<file path="config.mk">
export PLATFORM = sky130hd
export DESIGN_NAME = axi_master
export DESIGN_NICKNAME = d
export VERILOG_FILES = /design/src/rtl/axi_master.sv
export SDC_FILE = /design/constraint.sdc
export NUM_CORES = 1
export LEC_CHECK = 0
export ABC_AREA = 1
export CORE_MARGIN = 2
export CORE_UTILIZATION = 49
export CTS_CLUSTER_SIZE = 25
export DETAILED_ROUTE_END_ITERATION = 12
export GPL_ROUTABILITY_DRIVEN = 0
export GPL_TIMING_DRIVEN = 0
export PLACE_DENSITY = 0.9
export SETUP_SLACK_MARGIN = 0.4
export SYNTH_ARGS = -nofsm -noshare
export SYNTH_HDL_FRONTEND = slang
export SYNTH_SLANG_ARGS = --single-unit
</file>
<file path="constraint.sdc">
create_clock -name clk -period 2.25 [get_ports clk]
set_input_delay 0.225 -clock clk [delete_from_list [all_inputs] [get_ports clk]]
set_output_delay 0.225 -clock clk [all_outputs]
set_load 0.05 [all_outputs]
</file>
<file path="src/rtl/axi_master.sv">
// Single-outstanding AXI master: turns one command into an AW/W/B or AR/R
// sequence, with a per-channel wait timeout, and returns a single response.
module axi_master #(
  parameter int ADDR_WIDTH = 32,
  parameter int DATA_WIDTH = 8,
  parameter int TIMEOUT    = 255
) (
  input  logic                  clk,
  input  logic                  rstn,
  input  logic                  cmd_valid,
  output logic                  cmd_ready,
  input  logic                  cmd_write,
  input  logic [ADDR_WIDTH-1:0] cmd_addr,
  input  logic [DATA_WIDTH-1:0] cmd_wdata,
  output logic                  rsp_valid,
  input  logic                  rsp_ready,
  output logic [DATA_WIDTH-1:0] rsp_rdata,
  output logic [1:0]            rsp_resp,
  output logic [ADDR_WIDTH-1:0] awaddr,
  output logic                  awvalid,
  input  logic                  awready,
  output logic [DATA_WIDTH-1:0] wdata,
  output logic                  wvalid,
  input  logic                  wready,
  input  logic [1:0]            bresp,
  input  logic                  bvalid,
  output logic                  bready,
  output logic [ADDR_WIDTH-1:0] araddr,
  output logic                  arvalid,
  input  logic                  arready,
  input  logic [DATA_WIDTH-1:0] rdata,
  input  logic                  rvalid,
  input  logic [1:0]            rresp,
  output logic                  rready
);

  typedef enum logic [2:0] {IDLE, AW, W, B, AR, R, RSP} state_t;

  state_t      state;
  logic [15:0] wait_cnt;
  logic        expired;

  // wait_cnt counts cycles already spent without a handshake, so the last
  // cycle a channel may stay open is the one where it equals TIMEOUT-1.
  assign expired = (wait_cnt == 16'(TIMEOUT - 1));

  always_ff @(posedge clk) begin
    if (!rstn) begin
      state     <= IDLE;
      wait_cnt  <= '0;
      cmd_ready <= 1'b0;
      awvalid   <= 1'b0;
      awaddr    <= '0;
      wvalid    <= 1'b0;
      wdata     <= '0;
      bready    <= 1'b0;
      arvalid   <= 1'b0;
      araddr    <= '0;
      rready    <= 1'b0;
      rsp_valid <= 1'b0;
      rsp_rdata <= '0;
      rsp_resp  <= 2'b00;
    end else begin
      case (state)
        IDLE: begin
          if (cmd_valid && cmd_ready) begin
            cmd_ready <= 1'b0;
            wait_cnt  <= '0;
            if (cmd_write) begin
              awaddr  <= cmd_addr;
              wdata   <= cmd_wdata;
              awvalid <= 1'b1;
              state   <= AW;
            end else begin
              araddr  <= cmd_addr;
              arvalid <= 1'b1;
              state   <= AR;
            end
          end else begin
            cmd_ready <= 1'b1;
          end
        end
        AW: begin
          if (awready) begin
            awvalid  <= 1'b0;
            wvalid   <= 1'b1;
            wait_cnt <= '0;
            state    <= W;
          end else if (expired) begin
            awvalid   <= 1'b0;
            rsp_valid <= 1'b1;
            rsp_resp  <= 2'b11;
            rsp_rdata <= '0;
            state     <= RSP;
          end else begin
            wait_cnt <= wait_cnt + 16'd1;
          end
        end
        W: begin
          if (wready) begin
            wvalid   <= 1'b0;
            bready   <= 1'b1;
            wait_cnt <= '0;
            state    <= B;
          end else if (expired) begin
            wvalid    <= 1'b0;
            rsp_valid <= 1'b1;
            rsp_resp  <= 2'b11;
            rsp_rdata <= '0;
            state     <= RSP;
          end else begin
            wait_cnt <= wait_cnt + 16'd1;
          end
        end
        B: begin
          if (bvalid) begin
            bready    <= 1'b0;
            rsp_valid <= 1'b1;
            rsp_resp  <= bresp;
            rsp_rdata <= '0;
            state     <= RSP;
          end else if (expired) begin
            bready    <= 1'b0;
            rsp_valid <= 1'b1;
            rsp_resp  <= 2'b11;
            rsp_rdata <= '0;
            state     <= RSP;
          end else begin
            wait_cnt <= wait_cnt + 16'd1;
          end
        end
        AR: begin
          if (arready) begin
            arvalid  <= 1'b0;
            rready   <= 1'b1;
            wait_cnt <= '0;
            state    <= R;
          end else if (expired) begin
            arvalid   <= 1'b0;
            rsp_valid <= 1'b1;
            rsp_resp  <= 2'b11;
            rsp_rdata <= '0;
            state     <= RSP;
          end else begin
            wait_cnt <= wait_cnt + 16'd1;
          end
        end
        R: begin
          if (rvalid) begin
            rready    <= 1'b0;
            rsp_valid <= 1'b1;
            rsp_resp  <= rresp;
            rsp_rdata <= rdata;
            state     <= RSP;
          end else if (expired) begin
            rready    <= 1'b0;
            rsp_valid <= 1'b1;
            rsp_resp  <= 2'b11;
            rsp_rdata <= '0;
            state     <= RSP;
          end else begin
            wait_cnt <= wait_cnt + 16'd1;
          end
        end
        RSP: begin
          if (rsp_ready) begin
            rsp_valid <= 1'b0;
            cmd_ready <= 1'b1;
            state     <= IDLE;
          end
        end
        default: state <= IDLE;
      endcase
    end
  end

endmodule
</file>
==> results.ini, run 1 <==
[hold_path]
min_to = rsp_rdata[2]
hp-start = rdata[2]
hold_path_class = primary input to register
hold_depth = 3

[placement]
hpwl_um = 10300
portBuffers = 150
placedCellCount = 929
placed_area_mm2 = 0.00620

[timing]
rsz0062_at_grt = no
fin_skew_ps = 14.4
drv_slew = 0
hold_violations = 0
fin_crit_ps = 1810
setup_tns_ps = 0
whs_ps = 401
setup_viol = 0
maxSlewHeadroom = 0.615
period_share = 0.802
worstMarginPinSlew_ps = 576
fmax_mhz = 554

[final_layout]
area_delta_synth_final_pct = 40.5
final_area_mm2 = 0.00641
num-fill-cells = 712
drive_gt1_frac = 0.0624
final_cells = 944
diodes = 0
fin_util = 0.701
fin_nets = 893

[worst_setup_path]
worst-setup-path-type = register to output port
worstSetupStartpointType = register
cp_cell_sequence = clkdlybuf4s50_1
worst_ep_required_time_ps = 2030
crit_buf_inv = 1
cp.arrival_ps = 1580
ff2ff_path_depth = 10
slowest_stage = clkdlybuf4s50_1
crit_path_max_fanout = 3
worstSetupEndpointType = output port
cp_top_family = buffers and inverters
cpPeakStageDelay_ps = 850
rrSetupSlack_ps = 500
r2r_end = wait_cnt[10]
r2r-start = wait_cnt[0]

[routing]
dr_total_vias = 4966
wl_per_cell_um = 14.6
drc = 0
via_per_inst = 5.26
drt_iter0_markers = 307
antenna_left = 0
drt_pass1_iterations = 5
wirelength_um = 13800
met2RoutedLength_um = 6730
wl_met3_um = 1380
top_layer = met4
met1_length_um = 5460

[floorplan]
start_util = 0.499
design.core.area_mm2 = 0.00915
io_pins = 151
die_h_um = 101
dieArea_mm2 = 0.0101
fp-row-count = 35
die_x_um = 101

[global_route]
grt_pass1_wl_um = 22200
grt_max_degree = 19
track_usage = 0.272
antenna_found_initial = 0
grt_pass1_vias = 4776
grt-ovfl-total = 0

[clock_tree]
clk_latency_ps = 370
postCtsSetupBuffers = 0
cts-root-buf = clkbuf_8
clk_pin_slew_worst_paths_ps = 110
cts_buffer_depth = 2
htree_levels = 3
cts_made_buffers = 9
cts_sinks = 108
cts_tree = built

[synthesis]
ys_types = 25
syn_area_per_cell_um2 = 6.83
syn-cell-area_mm2 = 0.00456
yosys_warnings = 0
synth.ff_latch_count = 108
yosysSeqAreaShare = 0.474
syn_inst = 668
syn_nets = 732

[outcome]
run_status = finished, final reports clean

[pwr]
vdd_drop_max_mv = 0.445
p_comb_frac = 0.309
powerDensity_mw_per_mm2 = 736
power.leakage_uw = 0.00264
p_clk_frac = 0.233
switchingPower_uw = 1750
pwr-share-seq = 0.457
swShare = 0.370
intPower_uw = 2970

[flow_run]
cap_violations = 0

## power groups by stage
stage | Combinational, uW | Clock, uW | Sequential (uW)
after floorplan | 449 | 0 | 2650
after global placement | 1410 | 0 | 2190
after detailed placement | 1440 | 0 | 2190
after CTS | 1440 | 1100 | 2150
after global routing | 1550 | 1190 | 2170
final | 1460 | 1100 | 2160
## worst min-delay path: stages
cell	delay, ps
clkdlybuf4s50_1	390
nand2_1	60
a21oi_1	50
## how the worst max path moves through the flow
| stage | start | endpoint | depth (start not counted) |
|---|---|---|---|
| finish | cmd_ready | cmd_ready | 1 |
| detailed placement | rstn | awaddr[16] | 5 |
| global placement | rstn | awaddr[16] | 5 |
| global route | state[0] | awaddr[10] | 9 |
| floorplan | cmd_ready | wait_cnt[13] | 8 |
| CTS | cmd_ready | cmd_ready | 1 |
## metal layers
metal / GRT usage / up-vias
li1: - / 2429
met1: 0.317 / 2273
met2: 0.472 / 241
met3: 0.0964 / 23
met4: 0.0780 / 0
met5: 0 / -
## synthesized netlist by cell type, drive strengths merged
library cell,instances,area [um2]
nand3,23,115
nor2,214,826
o21ai,90,450
o21bai,3,22.5
nand2,110,428
buf,8,41.3
inv,53,199
clkbuf,19,75.1
o2111ai,1,8.76
nor3,5,25.0
a221oi,1,8.76
ha,2,25.0
nand4,6,37.5
dfxtp,108,2160
clkinv,1,3.75
a21oi,20,100
xor2,4,35.0
## stage by stage
| step | power [uW] | setup WS (ps) |
|---|---|---|
| 2_1_floorplan | 3100 | 638 |
| 3_3_place_gp | 3590 | 304 |
| 3_5_place_dp | 3630 | 261 |
| 4_1_cts | 4700 | 430 |
| 5_1_grt | 4910 | 401 |
| 6_report | 4720 | 445 |
## kinds of logic (layout without fill, tap and decap cells)
group                      count (synthesis)  count (layout)  synth area share
and+or+nand+nor                          358             358             0.314
AOI/OAI and AO/OA                        115             115             0.129
DFF                                      108             108             0.474
buffers and inverters                     81             246            0.0699
xor gates and xnor gates                   4               4           0.00768
adders and majority gates                  2               2           0.00548
## placed cells by master (no fill, tap or decap), types with 4 or more instances in the layout
cell type and count:
buf_2 4, clkbuf_1 12, nor2_4 4, o21ai_0 83, nand2_1 103, xor2_1 4
nor3_1 5, clkbuf_2 8, nor2_1 207, nand3_1 23, o21ai_1 7, nand2_2 7
clkdlybuf4s50_1 149, a21oi_1 20, inv_2 6, nand4_1 6, inv_1 47, clkbuf_8 9
dfxtp_1 105
## what timing repair did
| item | 4_1_cts | 5_1_grt |
|---|---|---|
| resized for setup | 1 | 22 |
| pin swaps | 0 | 0 |
| hold buffers | 0 | 0 |
| endpoints found under the setup margin | 2 | 50 |
## sequential cells by signal, summed over array words and instances, names as in the netlist
name / cells
araddr: 32
awaddr: 32
wait_cnt: 16
rsp_rdata: 8
wdata: 8
state: 3
rsp_resp: 2
arvalid: 1
awvalid: 1
bready: 1
cmd_ready: 1
rready: 1
rsp_valid: 1
wvalid: 1
## cell type report
type	count	area, um2	share of cell area
inverters	54	203	0.0316
repair buffers	150	1500	0.235
clock inverters	5	46.3	0.00722
plain buffers	27	128	0.0199
multi-input cells	479	2100	0.327
flip-flops and latches	108	2170	0.338
clock buffers	10	128	0.0199
well taps	111	139	0.0217
No activity file was read; power rests on OpenSTA's default activity.
==> run 2: changes to the inputs <==
--- a/config.mk
+++ b/config.mk
@@ -7,12 +7,12 @@
 export LEC_CHECK = 0
 export ABC_AREA = 1
 export CORE_MARGIN = 2
-export CORE_UTILIZATION = 49
+export CORE_UTILIZATION = 46
 export CTS_CLUSTER_SIZE = 25
 export DETAILED_ROUTE_END_ITERATION = 12
 export GPL_ROUTABILITY_DRIVEN = 0
 export GPL_TIMING_DRIVEN = 0
-export PLACE_DENSITY = 0.9
+export PLACE_DENSITY = 0.85
 export SETUP_SLACK_MARGIN = 0.4
 export SYNTH_ARGS = -nofsm -noshare
 export SYNTH_HDL_FRONTEND = slang
==> constraint.sdc (replaced) <==
create_clock -name clk -period 1.7 [get_ports clk]
set_input_delay 0.17 -clock clk [delete_from_list [all_inputs] [get_ports clk]]
set_output_delay 0.17 -clock clk [all_outputs]
set_load 0.05 [all_outputs]
==> results.ini, run 2 (synthesis gave the netlist of run 1 again) <==
[timing]
period_share = 1.04
rsz0062_at_grt = yes
setup_tns_ps = -276
drv_slew = 0
final.setup.worst_slack_ps = -73.1
hold_violations = 0
worstMarginPinSlew_ps = 573
fmax_mhz = 564
fin_crit_ps = 1770
whs_ps = 335
setup_viol = 11
maxSlewHeadroom = 0.618
fin_skew_ps = 11.3

[floorplan]
fp-row-count = 36
dieArea_mm2 = 0.0107
die_h_um = 104
die_x_um = 104
design.core.area_mm2 = 0.00968
io_pins = 151
start_util = 0.471

[final_layout]
fin_nets = 957
num-fill-cells = 508
fin_util = 0.812
diodes = 0
drive_gt1_frac = 0.415
area_delta_synth_final_pct = 72.4
reg_top3 = araddr (32), awaddr (32), wait_cnt (16)
layout_commonest_cell = nor2_1
final_cell_mix = nor2_1, dfxtp_1, nand2_1, clkdlybuf4s50_1, buf_2

[hold_path]
hold_path_class = primary input to register

[pwr]
p_comb_frac = 0.382
pwr-share-seq = 0.387
p_clk_frac = 0.231
intPower_uw = 4520
swShare = 0.401
powerDensity_mw_per_mm2 = 960
switchingPower_uw = 3030
power.leakage_uw = 0.00345
vdd_drop_max_mv = 0.752

[outcome]
violations = negative setup slack
run_status = complete, but fails checks

[clock_tree]
clk_latency_ps = 390
htree_levels = 3
cts_buffer_depth = 2
cts-root-buf = clkbuf_8
cts_hold_buf = 0
cts_made_buffers = 9
clk_pin_slew_worst_paths_ps = 120
cts_tree = built
cts_sinks = 108

[routing]
drt_iter0_markers = 778
drt_pass1_iterations = 7
drc = 0
wirelength_um = 22300
wl_per_cell_um = 21.6
via_per_inst = 6.04
antenna_left = 0
dr_total_vias = 6229

[flow_run]
cap_violations = 0

[global_route]
grt_pass1_vias = 5924
grt_pass1_wl_um = 29500
track_usage = 0.338
grt-ovfl-total = 0
antenna_found_initial = 0
grt_max_degree = 20

[worst_setup_path]
crit_path_max_fanout = 7
worstSetupStartpointType = register
worst_ep_required_time_ps = 1990
worst-setup-path-type = register to register
worstSetupEndpointType = register
cp.arrival_ps = 2060

[placement]
portBuffers = 150
hpwl_um = 10100

run 2: worst paths after layout:
| path | startpoint | endpoint | slack (ps) | cells after the start |
|---|---|---|---|---|
| worst max-delay path | state[2] | wait_cnt[6] | -70 | 10 |
| worst min-delay path | rdata[2] | rsp_rdata[2] | 340 | 3 |
| worst max register to register | state[2] | wait_cnt[6] | -70 | 10 |
| worst min register to register | rsp_rdata[6] | rsp_rdata[6] | 480 | 2 |
run 2: layer usage:
metal | GRT usage | vias to the layer above | wire [um]
li1 | - | 2564 | -
met1 | 0.350 | 2871 | 7310
met2 | 0.596 | 589 | 10700
met3 | 0.0988 | 205 | 2360
met4 | 0.218 | 0 | 1910
met5 | 0 | - | 0
run 2: power groups by stage:
stage	logic, uW	clock network, uW	registers [uW]
after global placement	1890	0	2920
after detailed placement	1930	0	2930
after global routing	2960	1820	2930
after floorplan	631	0	3530
final	2880	1740	2920
after CTS	2410	1690	2880
run 2: repair_timing:
| action | 4_1_cts | 5_1_grt |
|---|---|---|
| cloned | 11 | 1 |
| pin swaps | 44 | 61 |
| endpoints found under the setup margin | 195 | 173 |
| gates resized for setup | 457 | 284 |
| setup buffers | 31 | 21 |
run 2: stage by stage:
step | worst slack (ps) | power, uW | cells | cell area [um2]
detailed placement | -211 | 4860 | 951 | 6340
finish | -73.1 | 7550 | 1031 | 7870
global placement | -151 | 4810 | 951 | 6340
floorplan | 376 | 4160 | 668 | 4670
CTS | 200 | 6980 | 1009 | 7600
global route | -132 | 7710 | 1031 | 7870
run 2: area by class of cell:
cell class              count  area [um2]  area share
plain buffers              27         322      0.0409
clock buffers              10         128      0.0162
clock inverters             6        78.8      0.0100
inverters                  54         249      0.0317
multi-input cells         480        2870       0.365
flip-flops and latches    108        2200       0.280
well taps                 133         166      0.0212
repair buffers            213        1850       0.236
run 2: worst max-delay path, cell delays in order, from the launching register on:
cell and delay (ps):
dfxtp_4 460, buf_6 150, nor2_4 60, nand2_2 100, nand2_4 70, nor2_4 170, buf_12 170, buf_16 120
nand4_1 170, nand2_1 150, nor2_1 50
==> run 3: changes to the inputs <==
--- a/config.mk
+++ b/config.mk
@@ -6,13 +6,15 @@
 export NUM_CORES = 1
 export LEC_CHECK = 0
 export ABC_AREA = 1
+export CELL_PAD_IN_SITES_DETAIL_PLACEMENT = 0
+export CELL_PAD_IN_SITES_GLOBAL_PLACEMENT = 1
 export CORE_MARGIN = 2
-export CORE_UTILIZATION = 46
+export CORE_UTILIZATION = 32
 export CTS_CLUSTER_SIZE = 25
 export DETAILED_ROUTE_END_ITERATION = 12
 export GPL_ROUTABILITY_DRIVEN = 0
 export GPL_TIMING_DRIVEN = 0
-export PLACE_DENSITY = 0.85
+export PLACE_DENSITY = 0.86
 export SETUP_SLACK_MARGIN = 0.4
 export SYNTH_ARGS = -nofsm -noshare
 export SYNTH_HDL_FRONTEND = slang
==> constraint.sdc (replaced) <==
create_clock -name clk -period 1.95 [get_ports clk]
set_input_delay 0.195 -clock clk [delete_from_list [all_inputs] [get_ports clk]]
set_output_delay 0.195 -clock clk [all_outputs]
set_load 0.05 [all_outputs]
==> results.ini, run 3 (synthesis gave the netlist of run 1 again) <==
[outcome]
run_status = finished, final reports clean

[final_layout]
area_delta_synth_final_pct = 55.1
final_cell_mix = nor2_1, dfxtp_1, nand2_1, dlygate4sd2_1, clkdlybuf4s50_1
drive_gt1_frac = 0.145
reg_top3 = araddr (32), awaddr (32), wait_cnt (16)
layout_commonest_cell = nor2_1
fin_nets = 917

[timing]
period_share = 0.783
whs_ps = 401
rsz0062_at_grt = yes
final.setup.worst_slack_ps = 423
fmax_mhz = 655
setup_viol = 0
drv_slew = 0
maxSlewHeadroom = 0.635
hold_violations = 0
fin_crit_ps = 1530
fin_skew_ps = 9.41
worstMarginPinSlew_ps = 547

[hold_path]
hold_path_class = primary input to register
hold_depth = 3
hp-start = rdata[0]

[clock_tree]
cts_sinks = 108
cts_tree = built
cts_buffer_depth = 2
cts-root-buf = clkbuf_16
clk_latency_ps = 350
htree_levels = 3
cts_made_buffers = 9
clk_pin_slew_worst_paths_ps = 70

[worst_setup_path]
r2r-start = state[0]
rrSetupSlack_ps = 420
ff2ff_path_depth = 9
crit_path_max_fanout = 10
cp.arrival_ps = 1780
worst-setup-path-type = register to register
worstSetupStartpointType = register
worstSetupEndpointType = register
critPathLaunch = state[0]
worst_ep_required_time_ps = 2200

[routing]
via_per_inst = 4.54
dr_total_vias = 4719
drt_pass1_iterations = 4
drc = 0
antenna_left = 0
wl_per_cell_um = 13.6
wirelength_um = 14100
drt_iter0_markers = 225

[pwr]
intPower_uw = 4050
power.leakage_uw = 0.00327
vdd_drop_max_mv = 0.697
pwr-share-seq = 0.401
p_comb_frac = 0.299
powerDensity_mw_per_mm2 = 879
switchingPower_uw = 2170
swShare = 0.349
p_clk_frac = 0.300

[floorplan]
fp-row-count = 43
dieArea_mm2 = 0.0152
die_h_um = 123
start_util = 0.329
die_x_um = 123
design.core.area_mm2 = 0.0139
io_pins = 151

[global_route]
track_usage = 0.184
grt_pass1_wl_um = 21900
antenna_found_initial = 0
met3_usage = 0.0803
grt_pass1_vias = 4487
use_met2 = 0.297
busiest_layer = met2
grt-ovfl-total = 0
met1_usage = 0.223
grt_max_degree = 18

[flow_run]
cap_violations = 0

[placement]
hpwl_um = 10000
portBuffers = 150
pre_cts_slack_ps = -35.4

==> run 3: changes by cell type in the layout (fill, tap and decap cells not counted), sizes merged <==
cell           change
dlygate4sd2       +88
clkinvlp           -1
buf               -86
clkdlybuf4s18      -7
clkbuf            -13
diode              +1
nand2              -1
clkdlybuf4s15     -20
==> run 3: timing repair <==
action,in CTS,in global routing
cloned,0,2
pin swaps,6,35
resized for setup,138,139
endpoints found under the setup margin,189,101
hold buffers,0,0
setup buffers,9,13
hold endpoints to repair,0,0
==> run 3: metrics by stage <==
stage               instances  area, um2   util  power, uW  setup TNS [ps]
finish                   1039       7080  0.510       6220               0
global route             1038       7080  0.510       6520               0
CTS                      1023       6660  0.480       6040               0
detailed placement        998       6290  0.453       4190            -177
global placement          998       6290  0.453       4190            -903
floorplan                 668       4560      -       3580               0
==> run 3: per-layer routing <==
layer / up-vias / wire [um] / part of all wire
li1: 2485 / - / -
met1: 2113 / 6200 / 0.44
met2: 111 / 6610 / 0.47
met3: 10 / 1110 / 0.079
met4: 0 / 171 / 0.012
met5: - / 0 / 0
==> run 3: worst max-delay path, cell delays in order, from the launching register on <==
cell and delay, ps:
dfxtp_4 380, inv_6 90, nand2_4 50, nor2_4 180
inv_2 90, nor2_4 130, nand2_4 120, buf_6 170
o21ai_0 150, nor2_1 50
==> run 3: cell type report <==
class / count / area, um2
fillers: 1405 / 6800
diodes: 1 / 2.50
flip-flops and latches: 108 / 2180
plain buffers: 27 / 254
repair buffers: 174 / 1600
clock inverters: 5 / 61.3
multi-input cells: 479 / 2290
inverters: 54 / 228
clock buffers: 11 / 233
well taps: 180 / 225
==> run 3: final timing paths <==
kind,end
max,awaddr[25]
min,rsp_rdata[0]
max reg2reg,awaddr[25]
min reg2reg,bready
==> run 3: power groups by stage <==
stage	clock network, uW	logic, uW	registers, uW
2_1_floorplan	0	518	3060
3_3_place_gp	0	1660	2530
3_5_place_dp	0	1660	2530
4_1_cts	1920	1640	2480
5_1_grt	2010	2000	2520
6_report	1860	1860	2500
==> RTL edit: new RTL, config.mk and constraints of run 1 <==
Set the parameter `ADDR_WIDTH` to 48 (it was 32).
--- a/src/rtl/axi_master.sv
+++ b/src/rtl/axi_master.sv
@@ -1,7 +1,7 @@
 // Single-outstanding AXI master: turns one command into an AW/W/B or AR/R
 // sequence, with a per-channel wait timeout, and returns a single response.
 module axi_master #(
-  parameter int ADDR_WIDTH = 32,
+  parameter int ADDR_WIDTH = 48,
   parameter int DATA_WIDTH = 8,
   parameter int TIMEOUT    = 255
 ) (
Interface: changed (resized araddr, awaddr and cmd_addr); port bits go from 151 to 199. No check against the original RTL was run, so the function may have changed too.
==> RTL edit against run 1 <==
  * Wire length is 27% higher
  * Area after synthesis is 21% higher
  * Worst setup slack worse by 25 ps
  * Clock power grew to 2.5 times the old value
  * Global-route usage is 1.5 points higher
  * Sequential share of layout area is 0.24 points lower
  * Power is 53% higher
  * Via count is 17% higher
  * Highest routed layer unchanged
  * Sequential power is 28% higher
  * Critical path depth stayed put
  * Sequential cell count is 32 higher
  * Design area is 30% higher
==> RTL edit: results (changes against run 1) <==
* Status: finished clean (unchanged)
* Min-delay src: rdata[2] (unchanged)
* Detailed Place HPWL at 12.07 mm (was 10.27 mm)
* Global-route wire length before repair at 26.90 mm (was 22.20 mm)
* Root buffer cell: clkbuf_16 (was clkbuf_8)
* Static Leak at 3.784 nW (was 2.636 nW)
* Worst relative slew slack at 52.98% (was 61.48%)
* Drt initial violations at 367 (was 307)
* Largest registers: araddr: 48 flops, awaddr: 48 flops, wait_cnt: 16 flops (was araddr: 32 flops, awaddr: 32 flops, wait_cnt: 16 flops)
* Worst vdd ir at 0.6343 mV (was 0.4453 mV)
* Overall routing resource usage at 28.68% (was 27.22%)
* Largest net degree at the start of global routing at 17 (was 19)
* Fraction of layout cells with a size suffix above 1 at 8.545% (was 6.242%)
* Min-Delay Path Class: in2reg (unchanged)
* Worst Reg-to-Reg Cells at 11 (was 10)
* Port Buffers at 198 (was 150)
* Clock Latency Late Sink at 420 ps (was 370 ps)
* Vias in the first global route at 5,601 (was 4,776)
* H-tree levels at 4 (was 3)
* Arr. time, crit path at 1610 ps (was 1580 ps)
* WHS Endpoint: rsp_rdata[2]$_SDFFE_PN0P_ (unchanged)
* Leading post-synthesis cells by cell area: dfxtp_1 (51%), nor2_1 (17%), o21ai_1 (8.1%) (was dfxtp_1 (47%), nor2_1 (17%), o21ai_0 (9.3%))
* YS warnings at 0 (unchanged)
* Hold Crit Depth at 3 (unchanged)
* Flop2flop setup slack at 460 ps (was 500 ps)
* Syn nets at 831 (was 732)
* Crit-path max cell delay at 820 ps (was 850 ps)
* Initial antenna violation count at 0 (unchanged)
* N_diodes at 0 (unchanged)
* Clk slew on worst S/H paths at 60 ps (was 110 ps)
* Worst r2r dst: awaddr[46]$_SDFFE_PN0P_ (was wait_cnt[10]$_SDFFE_PN0P_)
* Routed WL at 17.43 mm (was 13.77 mm)
* Design internal power at 4.879 mW (was 2.972 mW)
* Fraction of registers with async set/reset at 0% (unchanged)
* CP max-delay cell: clkdlybuf4s50_1 (unchanged)
* Nets at 1,051 (was 893)
* Die area at 12,130 um2 (was 10,100 um2)
* Synth cell count leaders: nor2_1 (247), dfxtp_1 (140), o21ai_1 (89) (was nor2_1 (209), dfxtp_1 (108), nand2_1 (104))
* Routed vias at 5,814 (was 4,966)
* Sequential-to-total area share from yosys stat at 50.78% (was 47.38%)
* TritonCTS Buffers at 17 (was 9)
* Reg-to-Reg Start: state[0]$_SDFFE_PN0P_ (was wait_cnt[0]$_SDFFE_PN0P_)
* CP delay by family, top: buffers and inverters (unchanged)
* Synth cell types at 37 (was 25)
* Max Root-Sink Buffers at 2 (unchanged)
* Worst Skew at 12.65 ps (was 14.38 ps)
* First-pass DRT Iterations at 5 (unchanged)
* CP max FO at 2 (was 3)
[RTL edit: cell types whose count changed after synthesis, moves of 7 or more]
cell | before | now
buf_4 | 1 | 9
dfxtp_1 | 108 | 140
inv_1 | 47 | 40
nand2_1 | 104 | 69
nor2_1 | 209 | 247
o21ai_0 | 85 | 33
o21ai_1 | 5 | 89
[RTL edit: what timing repair did]
action                     4_1_cts  5_1_grt
setup endpoints to repair       17       68
resized for setup                3       33
buffers inserted                 2        1
pin swaps                        1        2
[RTL edit: logic make-up (layout without fill, tap and decap cells)]
| kind of cell | count (synthesis) | after routing | share of synthesized area [%] |
|---|---|---|---|
| xor+xnor | 2 | 2 | 0.3174 |
| fa+ha+maj | 2 | 2 | 0.4533 |
| compound gates | 153 | 153 | 14.62 |
| simple gates | 365 | 365 | 26.93 |
| buf+inv | 89 | 321 | 6.892 |
| flops | 140 | 140 | 50.78 |
[RTL edit: how the worst max path moves through the flow]
stage                                      start                       end  slack, ps  cells past startpoint
after detailed placement                    rstn   araddr[25]$_SDFFE_PN0P_        170                      5
after CTS                  state[0]$_SDFFE_PN0P_   araddr[41]$_SDFFE_PN0P_        410                      9
after global placement                      rstn   araddr[28]$_SDFFE_PN0P_        200                      5
final                     awaddr[5]$_SDFFE_PN0P_                 awaddr[5]        420                      1
after global routing       state[0]$_SDFFE_PN0P_   araddr[46]$_SDFFE_PN0P_        360                     11
after floorplan           cmd_ready$_SDFFE_PN0P_  wait_cnt[6]$_SDFFE_PN0P_        490                      9
[RTL edit: routing by layer]
metal	vias up	share of wire, %	GRT usage [%]
met1	2668	40	33.62
met2	250	48	48.33
met3	39	9.9	10.99
met4	0	2.5	9.286
met5	-	0	0
li1	2857	-	-
[RTL edit: power by group through the flow]
stage	logic, mW	clock network, mW	registers [mW]
2_1_floorplan	0.445	0	3.36
3_5_place_dp	1.62	0	2.80
6_report	1.66	2.80	2.76
4_1_cts	1.64	2.80	2.76
5_1_grt	1.76	2.93	2.77
3_3_place_gp	1.60	0	2.80
[RTL edit: cell type report]
| type | count | area (um2) |
|---|---|---|
| Fill cell | 745 | 2574 |
| Sequential cell | 140 | 2804 |
| Multi-Input combinational cell | 522 | 2349 |
| Timing Repair Buffer | 201 | 2039 |
| Clock inverter | 14 | 162.7 |
| Buffer | 38 | 215.2 |
| Inverter | 51 | 191.4 |
| Tap cell | 140 | 175.2 |
| Clock buffer | 17 | 425.4 |
[RTL edit: through the flow]
stage	setup slack, ps	util, %	instance area (um2)	cells	hold slack (ps)
after floorplan	489.0	-	5519	751	359.9
after global placement	200.9	70.19	7676	1089	465.4
after detailed placement	171.7	70.19	7676	1089	475.5
after CTS	405.1	75.71	8279	1122	367.4
after global routing	360.6	76.46	8362	1123	374.9
final	419.3	76.46	8362	1123	363.9
